--- src/rtl/vga_sync_gen_pkg.sv ---
// Shared raster timing constants for the VGA path (default 640x480@60).
// Also provides the per-axis total helper used by the timing decoders.
package vga_sync_gen_pkg;

  localparam int unsigned H_VISIBLE_DEF = 640;
  localparam int unsigned H_FRONT_DEF   = 16;
  localparam int unsigned H_SYNC_DEF    = 96;
  localparam int unsigned H_BACK_DEF    = 48;
  localparam int unsigned V_VISIBLE_DEF = 480;
  localparam int unsigned V_FRONT_DEF   = 10;
  localparam int unsigned V_SYNC_DEF    = 2;
  localparam int unsigned V_BACK_DEF    = 33;
  localparam int unsigned CNT_W_DEF     = 10;

  function automatic int unsigned axis_total(input int unsigned vis, input int unsigned front,
                                             input int unsigned sync, input int unsigned back);
    return vis + front + sync + back;
  endfunction

endpackage

--- src/rtl/vga_axis_timing.sv ---
// One raster axis: wrapping position counter with registered active/sync decode.
// Decodes are taken from the next position so they never lag o_pos.
module vga_axis_timing
  import vga_sync_gen_pkg::*;
#(
  parameter int unsigned VISIBLE = H_VISIBLE_DEF,
  parameter int unsigned FRONT   = H_FRONT_DEF,
  parameter int unsigned SYNC    = H_SYNC_DEF,
  parameter int unsigned BACK    = H_BACK_DEF,
  parameter int unsigned CNT_W   = CNT_W_DEF
) (
  input  logic             i_clk,
  input  logic             i_rst_n,
  input  logic             i_adv,
  output logic [CNT_W-1:0] o_pos,
  output logic             o_active,
  output logic             o_sync,
  output logic             o_wrap
);

  localparam int unsigned      TOTAL   = axis_total(VISIBLE, FRONT, SYNC, BACK);
  localparam logic [CNT_W-1:0] LAST    = CNT_W'(TOTAL - 1);
  localparam logic [CNT_W-1:0] VIS_END = CNT_W'(VISIBLE);
  localparam logic [CNT_W-1:0] SYNC_LO = CNT_W'(VISIBLE + FRONT);
  localparam logic [CNT_W-1:0] SYNC_HI = CNT_W'(VISIBLE + FRONT + SYNC - 1);

  logic [CNT_W-1:0] pos_q, pos_d;
  logic             active_q, active_d;
  logic             sync_q, sync_d;
  logic             wrap;

  // High on the last position: the next advance returns to zero.
  assign wrap = (pos_q == LAST);

  always_comb begin
    pos_d = pos_q;
    if (i_adv) begin
      pos_d = wrap ? '0 : pos_q + CNT_W'(1);
    end
    active_d = (pos_d < VIS_END);
    sync_d   = (pos_d >= SYNC_LO) && (pos_d <= SYNC_HI);
  end

  always_ff @(posedge i_clk or negedge i_rst_n) begin
    if (!i_rst_n) begin
      pos_q    <= LAST;
      active_q <= 1'b0;
      sync_q   <= 1'b0;
    end else begin
      pos_q    <= pos_d;
      active_q <= active_d;
      sync_q   <= sync_d;
    end
  end

  assign o_pos    = pos_q;
  assign o_active = active_q;
  assign o_sync   = sync_q;
  assign o_wrap   = wrap;

endmodule

--- src/rtl/vga_sync_gen.sv ---
// VGA raster timing generator: H/V counters, syncs, visible flag and start strobes.
// Outputs change one clock after an i_pix_en sample; strobes last one clock.
module vga_sync_gen
  import vga_sync_gen_pkg::*;
#(
  parameter int unsigned H_VISIBLE = H_VISIBLE_DEF,
  parameter int unsigned H_FRONT   = H_FRONT_DEF,
  parameter int unsigned H_SYNC    = H_SYNC_DEF,
  parameter int unsigned H_BACK    = H_BACK_DEF,
  parameter int unsigned V_VISIBLE = V_VISIBLE_DEF,
  parameter int unsigned V_FRONT   = V_FRONT_DEF,
  parameter int unsigned V_SYNC    = V_SYNC_DEF,
  parameter int unsigned V_BACK    = V_BACK_DEF,
  parameter bit          SYNC_POL  = 1'b0,
  parameter int unsigned CNT_W     = CNT_W_DEF
) (
  input  logic             i_clk,
  input  logic             i_rst_n,
  input  logic             i_pix_en,
  output logic [CNT_W-1:0] o_hpos,
  output logic [CNT_W-1:0] o_vpos,
  output logic             o_visible,
  output logic             o_hsync,
  output logic             o_vsync,
  output logic             o_line_start,
  output logic             o_frame_start
);

  logic h_wrap, v_wrap;
  logic h_active, v_active;
  logic h_sync, v_sync;
  logic v_adv;
  logic line_start_q, line_start_d;
  logic frame_start_q, frame_start_d;

  // Lines advance on the same enable that wraps the pixel counter.
  assign v_adv = i_pix_en & h_wrap;

  vga_axis_timing #(
    .VISIBLE(H_VISIBLE), .FRONT(H_FRONT), .SYNC(H_SYNC), .BACK(H_BACK), .CNT_W(CNT_W)
  ) u_h (
    .i_clk   (i_clk),
    .i_rst_n (i_rst_n),
    .i_adv   (i_pix_en),
    .o_pos   (o_hpos),
    .o_active(h_active),
    .o_sync  (h_sync),
    .o_wrap  (h_wrap)
  );

  vga_axis_timing #(
    .VISIBLE(V_VISIBLE), .FRONT(V_FRONT), .SYNC(V_SYNC), .BACK(V_BACK), .CNT_W(CNT_W)
  ) u_v (
    .i_clk   (i_clk),
    .i_rst_n (i_rst_n),
    .i_adv   (v_adv),
    .o_pos   (o_vpos),
    .o_active(v_active),
    .o_sync  (v_sync),
    .o_wrap  (v_wrap)
  );

  always_comb begin
    line_start_d  = i_pix_en & h_wrap;
    frame_start_d = i_pix_en & h_wrap & v_wrap;
  end

  always_ff @(posedge i_clk or negedge i_rst_n) begin
    if (!i_rst_n) begin
      line_start_q  <= 1'b0;
      frame_start_q <= 1'b0;
    end else begin
      line_start_q  <= line_start_d;
      frame_start_q <= frame_start_d;
    end
  end

  assign o_visible     = h_active & v_active;
  assign o_hsync       = SYNC_POL ? h_sync : ~h_sync;
  assign o_vsync       = SYNC_POL ? v_sync : ~v_sync;
  assign o_line_start  = line_start_q;
  assign o_frame_start = frame_start_q;

endmodule

--- config.mk ---
export PLATFORM = sky130hd
export DESIGN_NAME = vga_sync_gen
export DESIGN_NICKNAME = d
export VERILOG_FILES = /design/src/rtl/vga_sync_gen_pkg.sv /design/src/rtl/vga_axis_timing.sv /design/src/rtl/vga_sync_gen.sv
export SDC_FILE = /design/constraint.sdc
export NUM_CORES = 1
export LEC_CHECK = 0
export BUFFER_PORTS_ARGS = -buffer_cell sky130_fd_sc_hd__clkbuf_2
export CAP_MARGIN = 20
export CORE_AREA = 2 2 65 49
export CTS_CLUSTER_SIZE = 30
export DETAILED_ROUTE_END_ITERATION = 8
export DIE_AREA = 0 0 67 51
export PLACE_DENSITY = 0.71
export SLEW_MARGIN = 5
export SYNTH_ARGS = -nofsm -noshare
export SYNTH_HDL_FRONTEND = slang
export SYNTH_SLANG_ARGS = --single-unit
--- constraint.sdc ---
create_clock -name i_clk -period 6.3 [get_ports i_clk]
set_clock_uncertainty 0.15 [all_clocks]
set_input_delay 0.945 -clock i_clk [delete_from_list [all_inputs] [get_ports i_clk]]
set_output_delay 0.945 -clock i_clk [all_outputs]
set_load 0.005 [all_outputs]
; ---- Word-level counts from Yosys, hierarchy flattened
; Cells that the tools add are included.
[word_totals]
regBits = 26
in_bits = 3
out_inout_bits = 25
[op_classes]
add_sub_neg = 2
order_cmp = 6
n_eq_ne = 2
muxes = 4
n_bitwise = 5
reduce_logical = 2
[op_table]
columns = op, count
row1 = $mux W10, 4
row2 = $add A10 B1 Y10 const B, 2
row3 = $eq A10 B10 Y1 const B, 2
row4 = $ge A10 B10 Y1 const B, 1
row5 = $ge A10 B9 Y1 const B, 1
row6 = $le A10 B10 Y1 const B, 1
row7 = $le A10 B9 Y1 const B, 1
row8 = $lt A10 B10 Y1 const B, 1
row9 = $lt A10 B9 Y1 const B, 1
row10 = $and A1 B1 Y1, 3
row11 = $logic_and A1 B1 Y1, 2
row12 = $not A1 Y1, 2

; ---- Depth between registers and ports, before layout
; Gate-level depths: netlist (run 1).
[logic_depth]
ltp_word = 5
ltp_mapped = 8
ltp_nobuf = 7

; ---- Hierarchy
; Synthesis (run 1) repeated with hierarchy kept, for this count alone.
[unflattened]
hier_cells = 152
area_unflattened_um2 = 1512.7
[by_module_without_submodules]
columns = module, n_inst, cells_per_inst, area_each_um2, seq_area_each_um2
row1 = vga_axis_timing at u_v, 1, 73, 729.4, 304.0
row2 = vga_axis_timing at u_h, 1, 72, 706.9, 309.0
row3 = vga_sync_gen, 1, 7, 76.3, 50.0

; ---- Worst setup path before layout (run 1)
; OpenSTA, ideal clock, no wires.
[synth_timing]
kind = register to register
from = register u_h.pos_q[0], in the netlist u_h.o_pos[0]
to = register u_v.sync_q, in the netlist u_v.o_sync
setup_ns = 0.095
arrival_ns = 2.071
setup_slack_ns = 3.984
stages_incl_launch_ff = 7
n_path_buf = 0
synth_period_minus_slack_ns = 2.316
path_cell_list = dfstp_2 ha_1 or3b_4 nor4_1 xnor2_1 o2111ai_1 nor4bb_4
[synth_between]
elab_chain_len = 5
elab_cells_between_ends = 6
cone_classes = order compare: 2 / eq/ne: 1 / mux: 1 / bitwise: 1 / reduce/logical: 1
[synth_lines]
columns = element, line
row1 = "start, declared", vga_axis_timing.sv:27  ; logic [CNT_W-1:0] pos_q, pos_d;
row2 = "start signal, assigned", vga_axis_timing.sv:50  ; pos_q <= pos_d;
row3 = $eq A10 B10 Y1 (*), vga_axis_timing.sv:33  ; assign wrap = (pos_q == LAST);
row4 = $and A1 B1 Y1 (*), vga_sync_gen.sv:37  ; assign v_adv = i_pix_en & h_wrap;
row5 = $mux W10 (*), vga_axis_timing.sv:37  ; if (i_adv) begin
row6 = $ge A10 B9 Y1 or $le A10 B9 Y1 (tied branches), vga_axis_timing.sv:41  ; sync_d = (pos_d >= SYNC_LO) && (pos_d <= SYNC_HI);
row7 = $logic_and A1 B1 Y1 (*), vga_axis_timing.sv:41
row8 = via u_v.sync_d, vga_axis_timing.sv:29  ; logic sync_q, sync_d;
row9 = "end signal, assigned", vga_axis_timing.sv:52  ; sync_q <= sync_d;
row10 = "end, declared", vga_axis_timing.sv:29
; The timed path passes the listed nets; every way through them passes the cells marked *.

; ---- Final worst setup path (run 1)
; Same ends and word-level chain as after synthesis.

==> metrics.yaml, run 1 <==
status:
  status: "completed"
clocking:
  cts_buffers: 3
  worstSkewPairLatency_ns: 0.27
  post_cts_buffers: 0
  post_cts_resized: 0
  clockBufferDepth: 2
  hold_buffers: 0
  cts_tree: "built"
  cts_num_sinks: 26
  h-tree-depth: 1
  root_buffer: "clkbuf_8"
  clk_pin_slew_ns: 0.09
min_path:
  hold_end: "u_h.o_pos[1]"
  holdPathStages: 2
  min_from: "u_h.o_pos[1]"
  hold_class: "reg2reg"
floorplanning:
  core_region_area_sq_um: 2890
  io_pins: 28
  start_util_pct: 48.5
  die_w_microns: 67
  die_h_microns: 51
  dieArea_sq_um: 3420
  num_rows: 17
logic_synthesis:
  synth.avg_cell_area_sq_um: 10.2
  syn_inst: 137
  syn-cell-area_sq_um: 1400
  synth_cell_types: 44
  synth-async-reset-ratio_pct: 100
  ys_ff_latch: 26
  yosysSeqAreaShare_pct: 47.2
  synth_nets: 143
  synth-main-ff-cell: "dfrtp_1"
  synth_warnings: 0
  synth_edf_count: 0
job:
  drv_cap: 0
worst_setup_path:
  r2r-end: "u_v.o_sync"
  path_delay_family: "simple AND/OR/NAND/NOR gates"
  crit_chain: "ha_1 -> or3b_4 -> nor4_4 -> xnor2_1 -> o2111ai_1 -> nor4bb_4"
  cpPeakStageDelay_ns: 0.58
  reg2reg_depth: 6
  crit_arrival_ns: 2.63
  cp_slowest_cell: "dfstp_2"
  crit_path_start_kind: "register"
  end_kind: "register"
  cp_max_fo: 6
  r2r-start: "u_h.o_pos[0]"
  rrSetupSlack_ns: 3.70
  crit_required_ns: 6.34
  crit_start: "u_h.o_pos[0]"
  cp_num_buf_inv: 0
  crit_type: "reg2reg"
placed_design:
  io_buffer_count: 27
  post-dp-hpwl_mm: 2.25
  gp_routability_congestion: 0.878
finish:
  post_route_cells_drive_above_1_share_pct: 32.3
  num-nets-final: 171
  area_growth_pct: 16.2
  antennaDiodeCount: 0
sta:
  rsz0062_at_grt: "no"
  hold_violations: 0
  tightest_slew_ns: 0.632
  whs_ns: 0.370
  period_needed_ns: 2.60
  fmax_mhz: 385
  slew-limit-headroom_pct: 57.8
  maxSlewViolCount: 0
  finalCritPeriodShare_pct: 41.2
  setup_viol: 0
  setup_tns_ns: 0
grt:
  antenna_found_initial: 0
  grt_overflow: 0
  grt_first_pass_wirelength_mm: 5.02
  grt_pass1_vias: 1064
  grt_max_degree: 27
  track_usage_pct: 20.0
drt:
  avgViaCountPerCell: 5.50
  detail_route.wl_per_cell_microns: 15.0
  postRouteAntennaNets: 0
  drc: 0
  wl_mm: 3.03
  drtIter0Drc: 66
  vias: 1111
  firstDrtPassIters: 4
power:
  vdd_drop_max_uv: 207
  power_density_nw_per_um2: 282
  power_leakage_uw: 0.000728
## synthesized netlist by cell type (all sizes together), types with 2 or more instances
master | number | area, sq um
clkbuf | 2 | 10.0
nand4 | 6 | 43.8
nor2 | 10 | 37.5
o21ai | 5 | 25.0
nor4bb | 2 | 35.0
nor4 | 4 | 40.0
xnor2 | 10 | 87.6
nor3 | 6 | 30.0
buf | 2 | 16.3
o21a | 2 | 15.0
and3 | 4 | 25.0
a2bb2oi | 2 | 17.5
dfstp | 10 | 263
and2 | 2 | 12.5
nand3 | 7 | 45.0
xor2 | 2 | 17.5
ha | 3 | 37.5
nand2 | 13 | 48.8
inv | 10 | 37.5
dfrtp | 16 | 400
## sequential cells by signal, summed over array words and instances (netlist names)
signal         count
o_frame_start      1
o_line_start       1
u_h.o_active       1
u_h.o_pos         10
u_h.o_sync         1
u_v.o_active       1
u_v.o_pos         10
u_v.o_sync         1
## worst reg2reg max path: stages (launching register included)
cell and delay (ns):
dfstp_2 0.58, ha_1 0.25, or3b_4 0.43, nor4_4 0.35, xnor2_1 0.22, o2111ai_1 0.23
nor4bb_4 0.31
## where the power goes
group	total, uW	internal, uW	switching, uW
sequential	228	199	29.4
clock	139	85.1	54.0
combinational	93.4	46.2	47.1
total	460	330	131
## worst max-delay path by stage
stage / to / slack, ns / depth (start not counted)
6_report: u_v.o_sync / 3.70 / 6
5_1_grt: u_v.o_sync / 3.57 / 6
4_1_cts: u_v.o_sync / 3.71 / 6
3_5_place_dp: u_v.o_sync / 3.56 / 7
3_3_place_gp: u_v.o_sync / 3.66 / 7
2_1_floorplan: u_v.o_sync / 3.98 / 6
## cells by family (layout without fill, tap and decap cells)
family,after synthesis,in the layout,synth area share [%]
XOR/XNOR,12,12,7.49
AND/OR/NAND/NOR,62,62,27.9
buffers and inverters,15,42,4.90
multiplexers,1,1,0.802
adder cells (fa/ha/maj),3,3,2.67
AO/OA/AOI/OAI,18,18,9.00
flip-flops,26,26,47.2
## per-stage QoR
step	power (uW)	instance area [sq um]	utilization, %	instances	setup slack (ns)
2_1_floorplan	286	1400	-	137	3.98
5_1_grt	490	1630	56.4	202	3.57
4_1_cts	467	1630	56.4	202	3.71
6_report	460	1630	56.4	202	3.70
3_5_place_dp	325	1560	53.9	198	3.56
3_3_place_gp	320	1560	53.9	198	3.66
## placed cells by master, fill, tap and decap left out, types with 3 or more instances in the layout
cell / n
clkbuf_2: 27
dfrtp_1: 16
nand2_1: 13
inv_1: 10
nor2_1: 10
xnor2_1: 10
dfstp_2: 10
nor3_1: 6
nand3_1: 5
nand4_1: 5
o21ai_0: 5
and3_1: 4
nor4_1: 3
ha_1: 3
clkbuf_8: 3
## metal layers
metal  track usage [%]  vias up  wire [microns]
met1              28.1      538            1370
met5                 0        -               0
met4              4.08        0              17
li1                  -      533               -
met2              31.2       38            1440
met3              5.29        2             197
## cell type report
| cell class | count | area, sq um |
|---|---|---|
| fill | 274 | 1260 |
| multi-input combinational | 96 | 672 |
| timing repair buffer | 27 | 135 |
| tap | 38 | 47.5 |
| clock buffer | 3 | 41.3 |
| clock inverter | 1 | 30.0 |
| sequential | 26 | 663 |
| inverter | 11 | 42.5 |
Power figures use the tool's default switching activity.
==> run 2: changes to the inputs <==
clock period = 2.52 ns   (was 6.3 ns; I/O delays follow)
==> run 2 against run 1 <==
  * Critical path depth grew 1
  * Critical endpoint unchanged
  * Clock-buffer cell count is the same
  * Wire length grew 3.1%
  * Die area is the same
  * Core utilization grew 1.5 points
  * Via count grew 1.8%
  * Sequential cell count is the same
  * Maximum frequency grew 7.2%
  * Register-to-register slack lost 3.6 ns
  * Worst setup slack lost 3.6 ns
  * Cell count grew 0.50%
==> metrics.yaml, run 2 (synthesis results as in run 1) <==
floorplanning:
  io_pins: 28  # unchanged
  start_util_pct: 48.5  # unchanged
  num_rows: 17  # unchanged
  core_region_area_sq_um: 2890  # unchanged
  die_w_microns: 67  # unchanged
  dieArea_sq_um: 3420  # unchanged
  die_h_microns: 51  # unchanged
clocking:
  root_buffer: "clkbuf_8"  # unchanged
  h-tree-depth: 1  # unchanged
  cts_tree: "built"  # unchanged
  clk_pin_slew_ns: 0.09  # about the same
  cts_buffers: 3  # unchanged
  post_cts_buffers: 0  # unchanged
  worstSkewPairLatency_ns: 0.27  # about the same
  cts_num_sinks: 26  # unchanged
  clockBufferDepth: 2  # unchanged
drt:
  detail_route.wl_per_cell_microns: 15.4  # was 15.0 microns
  firstDrtPassIters: 4  # unchanged
  drc: 0  # unchanged
  drtIter0Drc: 78  # was 66
  vias: 1131  # was 1111
  postRouteAntennaNets: 0  # unchanged
  avgViaCountPerCell: 5.57  # was 5.50
  wl_mm: 3.12  # was 3.03 mm
worst_setup_path:
  end_kind: "register"  # unchanged
  crit_path_start_kind: "register"  # unchanged
  reg2reg_depth: 7  # was 6
  cp_max_fo: 14  # was 6
  crit_type: "reg2reg"  # unchanged
  crit_required_ns: 2.55  # was 6.34 ns
  crit_arrival_ns: 2.45  # was 2.63 ns
grt:
  grt_overflow: 0  # unchanged
  grt_first_pass_wirelength_mm: 5.06  # was 5.02 mm
  grt_pass1_vias: 1072  # was 1064
  grt_max_degree: 27  # unchanged
  antenna_found_initial: 0  # unchanged
  track_usage_pct: 20.2  # was 20.0%
sta:
  fmax_mhz: 413  # was 385 MHz
  period_needed_ns: 2.42  # was 2.60 ns
  setup_tns_ns: 0  # unchanged
  maxSlewViolCount: 0  # unchanged
  finalCritPeriodShare_pct: 96.1  # was 41.2%
  hold_violations: 0  # unchanged
  fin_ws_ns: 0.0989  # was 3.70 ns
  tightest_slew_ns: 0.628  # was 0.632 ns
  setup_viol: 0  # unchanged
  slew-limit-headroom_pct: 58.1  # was 57.8%
power:
  switching_share_pct: 28.8  # was 28.4%
  power_leakage_uw: 0.000736  # was 0.000728 uW
  internal_power_uw: 828  # was 330 uW
  p_switching_uw: 335  # was 131 uW
  power_density_nw_per_um2: 695  # was 282 nW/um^2
  p_seq_share_pct: 49.4  # was 49.5%
  comb_power_share_pct: 21.2  # was 20.3%
  vdd_drop_max_uv: 618  # was 207 uV
  p_clk_share_pct: 29.4  # was 30.2%
  power_uw: 1160  # was 460 uW
placed_design:
  gp_routability_congestion: 0.848  # was 0.878
  pre_cts_ws_ns: 0.0466  # was 3.56 ns
  post-dp-hpwl_mm: 2.19  # was 2.25 mm
  placed_cells: 198  # unchanged
  placed_cell_area_sq_um: 1560  # unchanged
  io_buffer_count: 27  # unchanged
finish:
  post_route_cells_drive_above_1_share_pct: 34.5  # was 32.3%
  num-nets-final: 172  # was 171
  antennaDiodeCount: 0  # unchanged
  finish.instance_area_sq_um: 1670  # was 1630 sq um
  mostFrequentLayoutCells: "clkbuf_2 (27), dfrtp_1 (16), nand2_1 (13)"  # unchanged
  final_cells: 203  # was 202
  layout_commonest_cell: "clkbuf_2"  # unchanged
  area_growth_pct: 19.3  # was 16.2%
min_path:
  holdPathStages: 3  # was 2
  hold_class: "in2reg"  # was reg2reg
job:
  drv_cap: 0  # unchanged
status:
  status: "completed"  # unchanged
==> run 2: changes by cell type in the layout (fill, tap and decap cells not counted), sizes merged <==
cell and change:
clkinv -1, dlygate4sd3 +1, inv +1
==> run 2: per-layer routing <==
metal  GRT usage (%)  wire length [microns]  part of all wire, %  vias to the layer above
met5               0                      0                    0                        -
met4            5.44                     27                 0.87                        0
met3            5.07                    186                  6.0                        4
met2            31.7                   1450                   46                       41
met1            27.8                   1460                   47                      549
li1                -                      -                    -                      537
==> run 2: through the flow <==
step	hold slack (ns)	utilization [%]
5_1_grt	0.319	57.9
3_5_place_dp	0.285	53.9
2_1_floorplan	-0.0676	-
6_report	0.294	57.9
4_1_cts	0.290	56.9
3_3_place_gp	0.267	53.9
==> run 2: path summary, 6_finish.rpt <==
| kind | startpoint | to | slack (ns) |
|---|---|---|---|
| hold / removal | i_pix_en | u_h.o_pos[3] | 0.29 |
| setup / recovery | u_h.o_pos[0] | u_v.o_sync | 0.1 |
| min in group asynchronous | i_rst_n | u_v.o_pos[0] | 0.50 |
| hold reg to reg | u_h.o_pos[1] | u_h.o_pos[1] | 0.38 |
| max in group asynchronous | i_rst_n | u_v.o_pos[6] | 1.31 |
| setup reg to reg | u_h.o_pos[0] | u_v.o_sync | 0.1 |
==> run 2: layout make-up <==
class / count / area, sq um
Clock buffer: 3 / 41.3
Clock inverter: 1 / 30.0
Fill cell: 272 / 1220
Inverter: 11 / 46.3
Multi-Input combinational cell: 96 / 701
Sequential cell: 26 / 663
Tap cell: 38 / 47.5
Timing Repair Buffer: 28 / 145
==> run 2: what timing repair did <==
action                                  in CTS  in global routing
endpoints found under the hold margin       16                  0
resized for setup                            1                  6
hold buffers                                 1                  0
endpoints found under the setup margin       1                  1
pin swaps                                    0                  1
==> run 2: power groups by stage <==
stage | Clock (uW) | Combinational, uW | Sequential [uW]
after floorplan | 0 | 148 | 567
after CTS | 353 | 243 | 570
after global placement | 0 | 229 | 571
after global routing | 373 | 279 | 586
final | 342 | 247 | 574
after detailed placement | 0 | 239 | 578
==> run 2: critical path: stages (launching register included) <==
cell	delay, ns
dfstp_2	0.59
ha_2	0.24
and4bb_2	0.27
nand3_2	0.17
inv_6	0.16
nand2_1	0.13
o31ai_4	0.29
nor4bb_4	0.32
